File: config.mk
export PLATFORM = sky130hd
export DESIGN_NAME = tick_sched_flat
export DESIGN_NICKNAME = d
export VERILOG_FILES = /design/src/rtl/tick_sched_if.sv /design/src/rtl/tick_sched.sv /design/src/flat_wrapper.sv
export SDC_FILE = /design/constraint.sdc
export NUM_CORES = 1
export LEC_CHECK = 0
export CORE_MARGIN = 2
export CORE_UTILIZATION = 30
export DETAILED_ROUTE_END_ITERATION = 6
export PLACE_DENSITY_LB_ADDON = 0.25
export SETUP_SLACK_MARGIN = 0.02
export SLEW_MARGIN = 20
export SYNTH_ARGS = -nofsm -noshare
export SYNTH_HDL_FRONTEND = slang
export SYNTH_SLANG_ARGS = --single-unit
File: constraint.sdc
create_clock -name src_clk -period 3 [get_ports src_clk]
set_input_delay 0.45 -clock src_clk [delete_from_list [all_inputs] [get_ports src_clk]]
set_output_delay 0.45 -clock src_clk [all_outputs]
set_load 0.02 [all_outputs]
File: src/rtl/tick_sched_if.sv
// tick_sched_if: config/ack/event bundle for tick_sched; miss_cnt exists only with TICK_SCHED_MISS_CNT_EN
interface tick_sched_if #(
  parameter int N_CH  = 4,
  parameter int PER_W = 16,
  parameter int CH_W  = (N_CH > 1) ? $clog2(N_CH) : 1
);
  logic              enable;
  logic              cfg_we;
  logic [CH_W-1:0]   cfg_ch;
  logic [1:0]        cfg_op;
  logic [PER_W-1:0]  cfg_period;
  logic [N_CH-1:0]   evt_ack;
  logic              base_tick;
  logic [N_CH-1:0]   evt_pend;
  logic [N_CH-1:0]   miss;
  logic [N_CH-1:0]   busy;
`ifdef TICK_SCHED_MISS_CNT_EN
  logic [8*N_CH-1:0] miss_cnt;
`endif
  modport master (
    output enable, cfg_we, cfg_ch, cfg_op, cfg_period, evt_ack,
    input  base_tick, evt_pend, miss, busy
`ifdef TICK_SCHED_MISS_CNT_EN
    , miss_cnt
`endif
  );
  modport slave (
    input  enable, cfg_we, cfg_ch, cfg_op, cfg_period, evt_ack,
    output base_tick, evt_pend, miss, busy
`ifdef TICK_SCHED_MISS_CNT_EN
    , miss_cnt
`endif
  );
endinterface

File: src/rtl/tick_sched.sv
// tick_sched: shared prescaler plus N_CH periodic/one-shot countdown channels with pending/miss flags.
// Optional per-channel saturating miss counter under TICK_SCHED_MISS_CNT_EN.
module tick_sched #(
  parameter int SRC_FREQ  = 5000,
  parameter int BASE_FREQ = 1000,
  parameter int N_CH      = 4,
  parameter int PER_W     = 16
) (
  input logic         src_clk,
  input logic         rst,
  tick_sched_if.slave bus
);
  localparam int PRESC = SRC_FREQ / BASE_FREQ;
  localparam int PW    = (PRESC > 1) ? $clog2(PRESC) : 1;
  localparam int CH_W  = (N_CH > 1) ? $clog2(N_CH) : 1;
  typedef enum logic [1:0] {IDLE, RUN_P, RUN_1} state_t;
  logic [PW-1:0] pc_q;
  logic          tick_q, last, tick;
  assign last = pc_q == PW'(PRESC - 1);
  // A tick registered just before enable drops is not counted by the channels.
  assign tick = tick_q && bus.enable;
  assign bus.base_tick = tick_q;
  always_ff @(posedge src_clk) begin
    if (rst || !bus.enable) begin
      pc_q   <= '0;
      tick_q <= 1'b0;
    end else begin
      pc_q   <= last ? '0 : pc_q + PW'(1);
      tick_q <= last;
    end
  end
  genvar c;
  for (c = 0; c < N_CH; c++) begin : g_ch
    state_t           st_q, st_d;
    logic [PER_W-1:0] cnt_q, cnt_d, per_q, per_d;
    logic             pend_q, pend_d, miss_q, miss_d, fire, sel, ack;
    assign sel = bus.cfg_we && bus.cfg_ch == CH_W'(c);
    assign ack = bus.evt_ack[c];
    always_comb begin
      st_d  = st_q;
      cnt_d = cnt_q;
      fire  = 1'b0;
      per_d = (sel && bus.cfg_op == 2'b00) ? bus.cfg_period : per_q;
      if (sel && (bus.cfg_op[1] != bus.cfg_op[0]) && per_q != '0) begin
        st_d  = bus.cfg_op[0] ? RUN_P : RUN_1;
        cnt_d = per_q;
      end else if (sel && bus.cfg_op == 2'b11) begin
        st_d = IDLE;
      end else if (tick && st_q != IDLE) begin
        fire  = cnt_q <= PER_W'(1);
        cnt_d = fire ? per_q : cnt_q - PER_W'(1);
        st_d  = (fire && st_q == RUN_1) ? IDLE : st_q;
      end
      pend_d = ack ? fire : (pend_q || fire);
      miss_d = !ack && (miss_q || (fire && pend_q));
    end
    always_ff @(posedge src_clk) begin
      if (rst) begin
        st_q   <= IDLE;
        cnt_q  <= '0;
        per_q  <= '0;
        pend_q <= 1'b0;
        miss_q <= 1'b0;
      end else begin
        st_q   <= st_d;
        cnt_q  <= cnt_d;
        per_q  <= per_d;
        pend_q <= pend_d;
        miss_q <= miss_d;
      end
    end
    assign bus.evt_pend[c] = pend_q;
    assign bus.miss[c]     = miss_q;
    assign bus.busy[c]     = st_q != IDLE;
`ifdef TICK_SCHED_MISS_CNT_EN
    logic [7:0] mc_q;
    always_ff @(posedge src_clk) begin
      if (rst || ack)
        mc_q <= '0;
      else if (fire && pend_q && mc_q != 8'hff)
        mc_q <= mc_q + 8'd1;
    end
    assign bus.miss_cnt[8*c +: 8] = mc_q;
`endif
  end
endmodule

File: src/flat_wrapper.sv
// flat-port wrapper written by rule: the top's interface ports become plain ports
module tick_sched_flat 
#(
  parameter int SRC_FREQ  = 5000,
  parameter int BASE_FREQ = 1000,
  parameter int N_CH      = 4,
  parameter int PER_W     = 16
)
  (src_clk, rst, bus_enable, bus_cfg_we, bus_cfg_ch, bus_cfg_op, bus_cfg_period, bus_evt_ack, bus_base_tick, bus_evt_pend, bus_miss, bus_busy);
  tick_sched_if #(.N_CH(N_CH), .PER_W(PER_W)) bus_i ();
  input logic src_clk;
  input logic rst;
  input wire logic [$bits(bus_i.enable)-1:0] bus_enable;
  input wire logic [$bits(bus_i.cfg_we)-1:0] bus_cfg_we;
  input wire logic [$bits(bus_i.cfg_ch)-1:0] bus_cfg_ch;
  input wire logic [$bits(bus_i.cfg_op)-1:0] bus_cfg_op;
  input wire logic [$bits(bus_i.cfg_period)-1:0] bus_cfg_period;
  input wire logic [$bits(bus_i.evt_ack)-1:0] bus_evt_ack;
  output wire logic [$bits(bus_i.base_tick)-1:0] bus_base_tick;
  output wire logic [$bits(bus_i.evt_pend)-1:0] bus_evt_pend;
  output wire logic [$bits(bus_i.miss)-1:0] bus_miss;
  output wire logic [$bits(bus_i.busy)-1:0] bus_busy;
  assign bus_i.enable = bus_enable;
  assign bus_i.cfg_we = bus_cfg_we;
  assign bus_i.cfg_ch = bus_cfg_ch;
  assign bus_i.cfg_op = bus_cfg_op;
  assign bus_i.cfg_period = bus_cfg_period;
  assign bus_i.evt_ack = bus_evt_ack;
  assign bus_base_tick = bus_i.base_tick;
  assign bus_evt_pend = bus_i.evt_pend;
  assign bus_miss = bus_i.miss;
  assign bus_busy = bus_i.busy;
  tick_sched #(.SRC_FREQ(SRC_FREQ), .BASE_FREQ(BASE_FREQ), .N_CH(N_CH), .PER_W(PER_W)) u_core (.src_clk(src_clk), .rst(rst), .bus(bus_i));
endmodule
* Yosys cells after proc, flatten, opt, wreduce, memory -nomap -nowiden
Index checks and enable logic that the tools add are counted.
Word-level totals: output and inout bits 13, word-level logic and storage cells 176, flip-flop bits (word level) 148, input port bits 28
Cells by class: add/subtract/negate cells 5, order comparisons 4, eq/ne operators 14, reductions and logical operators 82, multiplexer cells 49
Operators with widths (count):
- $mux 16 | 16
- $le 16x1->1 const B | 4
- $reduce_bool 16->1 | 4
- $sub 16x1->16 const B | 4
- $logic_and 1x1->1 | 37
- $mux 2 | 17
- $reduce_bool 3->1 | 8
- $mux 1 | 16
- $reduce_and 2->1 | 8
- $reduce_bool 2->1 | 8
- $eq 2x2->1 const B | 7
- $logic_or 1x1->1 | 9
- $ne 2x1->1 const B | 4
- $logic_not 1->1 | 5
- $logic_not 2->1 | 2
- $add 3x1->3 const B | 1
- $eq 3x3->1 const B | 1
- $eq 2x1->1 const B | 1
- $reduce_or 2->1 | 1
- $ne 1x1->1 | 1

* Depth between registers and ports, before layout
Gate-level depths: netlist of run 1.
word-level depth 8, mapped depth 11

* Least setup slack after synthesis of run 1
No wires, ideal clock.
kind in2reg, start input port bus_cfg_op[0], end register u_core.g_ch[1].cnt_q[15], path slack 0.564 ns, buffers on the path 3, cell stages on the path 9, arrival 2.320 ns, cell sequence clkbuf_1 > inv_1 > ha_1 > nor3b_1 > and2_1 > clkbuf_1 > clkbuf_1 > nor2_1 > a31o_2
Between the ends: longest elaborated chain between the ends 5, elaborated cells on any way between the ends 9, classes of those cells 3 x eq/ne; 1 x mux; 5 x reduce/logical
Ends and longest elaborated chain:
- from (decl) | RTL line flat_wrapper.sv:16 | input wire logic [$bits(bus_i.cfg_op)-1:0] bus_cfg_op;
- $ne 1x1->1 | RTL line tick_sched.sv:44 | if (sel && (bus.cfg_op[1] != bus.cfg_op[0]) && per_q != '0) begin
- $logic_and 1x1->1 (2 in series) | RTL line tick_sched.sv:44
- $ne 2x1->1 (no source line) / $reduce_bool 2->1 (equally long branches)
- $reduce_and 2->1 (no source line)
- to (signal assigned) | RTL line tick_sched.sv:66 | cnt_q <= cnt_d;
- to (decl) | RTL line tick_sched.sv:35 | logic [PER_W-1:0] cnt_q, cnt_d, per_q, per_d;
Parallel ways exist; a longest one is shown, timed or not. A chain may end at the register's enable or synchronous reset.

* Worst setup path after layout of run 1
start register u_core.g_ch[3].cnt_q[8], end register u_core.g_ch[3].cnt_q[14]
Between the ends: longest elaborated chain between the ends 5, elaborated cells on any way between the ends 6, classes of those cells 1 x add/sub; 1 x order compare; 4 x mux
Ends and longest elaborated chain:
- from (decl) | RTL line tick_sched.sv:35
- from (signal assigned) | RTL line tick_sched.sv:66
- $sub 16x1->16 / $le 16x1->1 (equally long branches) | RTL line tick_sched.sv:51, tick_sched.sv:50
- $mux 16 * | RTL line tick_sched.sv:51 | cnt_d = fire ? per_q : cnt_q - PER_W'(1);
- $mux 16 * | RTL line tick_sched.sv:49 | end else if (tick && st_q != IDLE) begin
- $mux 16 * | RTL line tick_sched.sv:47 | end else if (sel && bus.cfg_op == 2'b11) begin
- $mux 16 * | RTL line tick_sched.sv:44
Mark *: on every way between the ends. The rest lies on a longest branch, timed or not. The select of a mux whose other input is x is not followed.

==> metrics, run 1 <==
number of DRC violations after detailed-routing iteration 0=560; die extent in y=161 um; first-pass GRT wire length=36.3 mm; H-Tree Level Count=4; total overflow reported by the global router=0; routed via count=7102; Period Utilization, post-route=85.7%; Core Footprint=24200 um2; weighted congestion at the end of routability-driven global placement=0.833; clock transition at the registers of the reported paths=60 ps; Setup-failing EPs final=0; count of clock tree sinks=148; portion of total power attributed to combinational logic=7.1%; post-synth top area cell=sky130_fd_sc_hd__dfxtp_1; standard-cell rows=57; nets in the synthesized netlist=998; Yosys top cell area share=40.3%; transition time at the pin with the least slew margin=687 ps; Yosys reg bits=148; total iterations of the first detailed-routing run=5; maximum buffer depth of the clock tree=2; clock tree from TritonCTS=built; max capacitance violation total=0; async set or reset register ratio after synthesis=0%; Die W=161 um; slowest library cell on the worst path=sky130_fd_sc_hd__or4_1; most common cell after layout, fill and taps aside=sky130_fd_sc_hd__nand2_1; distinct cell type count of the synthesized netlist=64; status=completed; internal power=0.00354 W; relative contribution of the clock network to total power=49.8%; number of nets with antenna violations after routing=0; num ports=41; initial core utilization=30.4%; largest net degree at the start of global routing=68; category of the worst setup path capture point=flip-flop; Critical Path RT=3300 ps; relative contribution of sequential cells to total power=43.2%; diode count=0; Max IR drop VDD=0.313 mV; drc violations=0; root cell of the clock tree=sky130_fd_sc_hd__clkbuf_16; Setup Fix Bufs, Post-CTS=0; RSZ-0062 raised after global routing=false; area of the die=25800 um2; share of post-route cells with drive strength above 1=8.55%; Seq/Total Area, Yosys=40.3%; EDFF count, synth=0; number of warnings reported in the yosys synthesis log=0; switching portion of total power=23.6%; area of the mapped netlist=7350 um2; insertion delay of the later-clocked pin in the worst-skew pair=430 ps; growth of design area from synthesis to finish=19.7%; Setup Crit Path Kind=flip-flop to flip-flop; via count of the first global-routing pass=6668; GRT Overall Usage=17.6%; post-layout min period=2570 ps; HPWL after detailed placement=15.7 mm; most area-consuming cells after synthesis=sky130_fd_sc_hd__dfxtp_1, sky130_fd_sc_hd__nand2_1, sky130_fd_sc_hd__a21oi_1, sky130_fd_sc_hd__nor2_1, sky130_fd_sc_hd__o21ai_0; arrival time at the worst endpoint=2870 ps; tightest hold margin=311 ps; number of endpoints with negative hold slack in the final report=0; dominant synthesized flop cell=sky130_fd_sc_hd__dfxtp_1; Lkg Pwr=3.09 nW; setup TNS=0 ps; final-layout fill cell count=2516; wire length reported by the detailed router=22.1 mm; total net switching power=0.00109 W; number of buffers inserted for hold repair after clock tree synthesis=0; path category of the worst min-delay check=input port to flip-flop; via density per instance=5.34; cell count after placement=1298; Num CTS Buffers=17; power per unit of standard cell area=526 nW/um2; worst max-slew margin expressed relative to the limit=54.0%; slowest stage delay, CP=580 ps; Final Max Slew Viols=0; post-route non-filler standard cell count=1330; Critical path buffers and inverters=0; commonest cells after routing, fill and taps aside=sky130_fd_sc_hd__nand2_1, sky130_fd_sc_hd__dfxtp_1, sky130_fd_sc_hd__a21oi_1, sky130_fd_sc_hd__nor2_1, sky130_fd_sc_hd__o21ai_0; routed len/inst=16.6 um; worst clock skew on the final layout=8.06 ps; number of buffers added on ports=40; CP cell instances=or4_1 -> or3_1 -> and4bb_2 -> a21oi_1 -> o21ai_0 -> a31oi_1; maximum net fanout on the critical path=14; PostCTS Resize Cnt=0; Synth Instances=958; number of antenna violations at the first check in global routing=0; per-instance average area after synthesis=7.67 um2; post-layout net count=1033; maximum clock frequency=389 MHz; nature of the critical path startpoint=flip-flop; gate family responsible for the most delay along the worst path=simple AND/OR/NAND/NOR gates
[logic make-up after synthesis]
logic type      synth area share, %
simple gates                   27.1
compound gates                 22.7
buf+inv                        5.35
mux                            2.35
fa+ha+maj                      2.04
flops                          40.3
xor+xnor                      0.119
[power by group through the flow]
| stage | registers [W] | logic (W) | clock network (W) |
|---|---|---|---|
| after floorplan | 0.00204 | 0.000184 | 0 |
| after global placement | 0.00204 | 0.000326 | 0 |
| after detailed placement | 0.00204 | 0.000325 | 0 |
| after CTS | 0.00200 | 0.000327 | 0.00233 |
| after global routing | 0.00200 | 0.000360 | 0.00243 |
| final | 0.00200 | 0.000327 | 0.00230 |
[cell type report]
class	count	area, um2	share of cell area, %
inverter	33	124	1.41
clock inverter	12	179	2.03
multi-input combinational	718	3990	45.4
timing repair buffer	75	673	7.66
sequential	148	2960	33.7
tap	324	405	4.61
clock buffer	20	457	5.19
[sequential cells by signal, indices dropped and copies added (netlist names)]
name / cells
u_core.bus.base_tick: 1
u_core.g_ch.st_q: 8
u_core.g_ch.per_q: 64
u_core.g_ch.miss_q: 4
u_core.g_ch.cnt_q: 64
u_core.pc_q: 3
u_core.g_ch.pend_q: 4
[stage by stage]
step	power (W)	utilization [%]	instance area, um2	setup WS (ps)
floorplan	0.00222	-	7350	564
global placement	0.00237	33.7	8160	150
detailed placement	0.00237	33.7	8160	79.3
CTS	0.00466	36.4	8790	429
global route	0.00479	36.4	8790	277
finish	0.00463	36.4	8790	428
[routing by layer]
metal,track usage [%],share of wire (%),up-vias
li1,-,-,3532
met1,24.9,49,3379
met2,27.9,46,175
met3,3.33,4.8,16
met4,3.77,0.82,0
met5,0,0,-
[cells in the mapped netlist, drive strengths merged (4+ instances only)]
master / count
and2: 8
o31ai: 7
nand4: 9
mux2i: 15
and3: 5
a21o: 4
o21a: 5
clkbuf: 45
nand4b: 5
or4: 6
buf: 14
dfxtp: 148
nor4: 35
nor2: 88
nor2b: 9
o32ai: 11
inv: 32
o2bb2ai: 10
a41oi: 7
o211ai: 9
a31oi: 16
a211oi: 5
ha: 12
a32oi: 5
nand2: 177
nand3: 27
or3: 4
o21ai: 54
nor3: 32
a21oi: 108
[worst paths after layout]
check | start | endpoint | slack (ps) | depth (start not counted)
worst max-delay path | u_core.g_ch[3].cnt_q[8]$_SDFFE_PP0P_ | u_core.g_ch[3].cnt_q[14]$_SDFFE_PP0P_ | 430 | 6
worst min-delay path | rst | u_core.g_ch[1].per_q[2]$_SDFFE_PP0P_ | 310 | 2
worst max register to register | u_core.g_ch[3].cnt_q[8]$_SDFFE_PP0P_ | u_core.g_ch[3].cnt_q[14]$_SDFFE_PP0P_ | 430 | 6
worst min register to register | u_core.pc_q[0]$_SDFF_PP0_ | u_core.pc_q[0]$_SDFF_PP0_ | 460 | 1
No activity file was read; power rests on OpenSTA's default activity.
==> run 2, diff against run 1 <==
CORE_UTILIZATION = 25   (was 30)
DONT_BUFFER_PORTS = 1   (was not set)
SETUP_SLACK_MARGIN = not set   (was 0.02)
==> metrics, run 2 (same netlist as run 1, synthesis figures left out) <==
status=completed; via density per instance=5.24 (-1.9%); Core Footprint=28900 um2 (+19%); arrival time at the worst endpoint=2950 ps (+80 ps); maximum net fanout on the critical path=13 (-1); most common cell after layout, fill and taps aside=sky130_fd_sc_hd__nand2_1; Num CTS Buffers=17 (unchanged); first-pass GRT wire length=37.2 mm (+2.7%); initial core utilization=25.5% (-4.9 points); clock transition at the registers of the reported paths=70 ps (about the same); routed len/inst=17.5 um (+5.7%); Setup Crit Path Kind=flip-flop to flip-flop; post-route non-filler standard cell count=1340 (+0.75%); area of the die=30800 um2 (+19%); commonest cells after routing, fill and taps aside=sky130_fd_sc_hd__nand2_1, sky130_fd_sc_hd__dfxtp_1, sky130_fd_sc_hd__a21oi_1, sky130_fd_sc_hd__nor2_1, sky130_fd_sc_hd__o21ai_0; total overflow reported by the global router=0 (unchanged); category of the worst setup path capture point=flip-flop; number of antenna violations at the first check in global routing=0 (unchanged); number of nets with antenna violations after routing=0 (unchanged); Lkg Pwr=2.87 nW (-7.2%); max capacitance violation total=0 (unchanged); storage element area=2960 um2 (unchanged); growth of design area from synthesis to finish=13.4%; total iterations of the first detailed-routing run=5 (unchanged); weighted congestion at the end of routability-driven global placement=0.815 (-2.2%); setup TNS=0 ps (unchanged); via count of the first global-routing pass=6625 (-0.64%); Die W=175 um (+9.3%); Setup Fix Bufs, Post-CTS=0 (unchanged); post-layout min period=2580 ps (+8.60 ps); drc violations=0 (unchanged); HPWL after detailed placement=16.8 mm (+6.5%); biggest regs=u_core.g_ch.cnt_q (64), u_core.g_ch.per_q (64), u_core.g_ch.st_q (8); wire length reported by the detailed router=23.5 mm (+6.5%); power per unit of standard cell area=528 nW/um2 (+0.23%); number of DRC violations after detailed-routing iteration 0=707 (+26%); worst clock skew on the final layout=6.82 ps (-1.25 ps); post-layout net count=983 (-4.8%); routed via count=7017 (-1.2%); total net switching power=0.00106 W (-2.4%); share of post-route cells with drive strength above 1=7.85% (-0.70 points); standard-cell rows=62 (+8.8%); RSZ-0062 raised after global routing=false; maximum clock frequency=387 MHz (-0.33%); number of endpoints with negative hold slack in the final report=0 (unchanged); Critical Path RT=3370 ps (+70 ps); insertion delay of the later-clocked pin in the worst-skew pair=430 ps (about the same); worst max-slew margin expressed relative to the limit=54.1% (+0.066 points); Multi-input gate area=3990 um2 (unchanged); path category of the worst min-delay check=input port to flip-flop; count of clock tree sinks=148 (unchanged); PostCTS Resize Cnt=0 (unchanged); num ports=41 (unchanged); nature of the critical path startpoint=flip-flop; Final Core Density=28.9% (-7.5 points); portion of total power attributed to combinational logic=5.1% (-2.0 points); GRT Overall Usage=15.4% (-2.2 points); maximum buffer depth of the clock tree=2 (unchanged); largest net degree at the start of global routing=110 (+62%); cell count after placement=1308 (+0.77%); internal power=0.00333 W (-5.8%); H-Tree Level Count=4 (unchanged); number of buffers added on ports=0 (-100%); number of buffers inserted for hold repair after clock tree synthesis=0 (unchanged); Final Max Slew Viols=0 (unchanged); switching portion of total power=24.2% (+0.64 points); diode count=0 (unchanged); Max IR drop VDD=0.359 mV (+15%); final-layout fill cell count=3188 (+27%); root cell of the clock tree=sky130_fd_sc_hd__clkbuf_16; transition time at the pin with the least slew margin=686 ps (-0.980 ps); relative contribution of the clock network to total power=49.4% (-0.4 points); die extent in y=175 um (+9.3%); Period Utilization, post-route=86.0% (+0.29 points); Setup-failing EPs final=0 (unchanged); clock tree from TritonCTS=built; relative contribution of sequential cells to total power=45.5% (+2.3 points)
## run 2: cell types whose count changed in the layout (fill, tap and decap cells not counted), sizes merged
cell,before,now
clkdlybuf4s50,39,0
buf,36,25
bufinv,4,2
clkinv,6,8
clkinvlp,3,2
inv,32,33
## run 2: power by group through the flow
stage | clock network, W | logic, W | registers [W]
6_report | 0.00217 | 0.000225 | 0.00200
5_1_grt | 0.00231 | 0.000251 | 0.00200
4_1_cts | 0.00221 | 0.000224 | 0.00200
3_5_place_dp | 0 | 0.000222 | 0.00204
3_3_place_gp | 0 | 0.000221 | 0.00204
2_1_floorplan | 0 | 0.000184 | 0.00204
## run 2: routing by layer
layer / global-route usage, % / wire length (um) / vias up
met1: 21.7 / 11400 / 3376
met3: 4.31 / 1590 / 28
met4: 4.48 / 298 / 0
li1: - / - / 3437
met2: 22.8 / 10200 / 176
met5: 0 / 0 / -
## run 2: critical path, cell delays in order (launching register included)
cell	delay [ps]
sky130_fd_sc_hd__dfxtp_1	350
sky130_fd_sc_hd__or4_1	570
sky130_fd_sc_hd__or3_1	410
sky130_fd_sc_hd__and4bb_2	500
sky130_fd_sc_hd__buf_4	220
sky130_fd_sc_hd__a21oi_1	130
sky130_fd_sc_hd__nor2_4	190
sky130_fd_sc_hd__a32o_1	140
## run 2: worst paths after layout
| path | endpoint | cells past startpoint | start | slack [ps] |
|---|---|---|---|---|
| setup / recovery | u_core.g_ch[3].cnt_q[13]$_SDFFE_PP0P_ | 7 | u_core.g_ch[3].cnt_q[8]$_SDFFE_PP0P_ | 420 |
| hold / removal | u_core.g_ch[2].miss_q$_SDFF_PP0_ | 1 | bus_evt_ack[2] | 90 |
| setup reg to reg | u_core.g_ch[3].cnt_q[13]$_SDFFE_PP0P_ | 7 | u_core.g_ch[3].cnt_q[8]$_SDFFE_PP0P_ | 420 |
| hold reg to reg | u_core.pc_q[0]$_SDFF_PP0_ | 1 | u_core.pc_q[0]$_SDFF_PP0_ | 460 |
## run 2: stage by stage
| step | hold WS, ps | power, W | setup WS, ps | cell area [um2] |
|---|---|---|---|---|
| after floorplan | 427 | 0.00222 | 564 | 7350 |
| after global placement | 449 | 0.00226 | 489 | 7750 |
| after detailed placement | 458 | 0.00226 | 441 | 7750 |
| after CTS | 68.6 | 0.00444 | 435 | 8330 |
| after global routing | 70.4 | 0.00456 | 276 | 8330 |
| final | 87.2 | 0.00440 | 419 | 8330 |
## run 2: area by class of cell
cell class / count / area share (%)
Multi-Input combinational cell: 718 / 47.9
Sequential cell: 148 / 35.6
Tap cell: 384 / 5.76
Clock buffer: 20 / 5.48
Timing Repair Buffer: 25 / 2.25
Clock inverter: 12 / 1.56
Inverter: 33 / 1.49
==> run 3, diff against run 2 <==
GPL_ROUTABILITY_DRIVEN = 0   (was not set)
==> results of run 3 <==
Same layout as run 2: the final DEF is identical, and so are final timing and power.
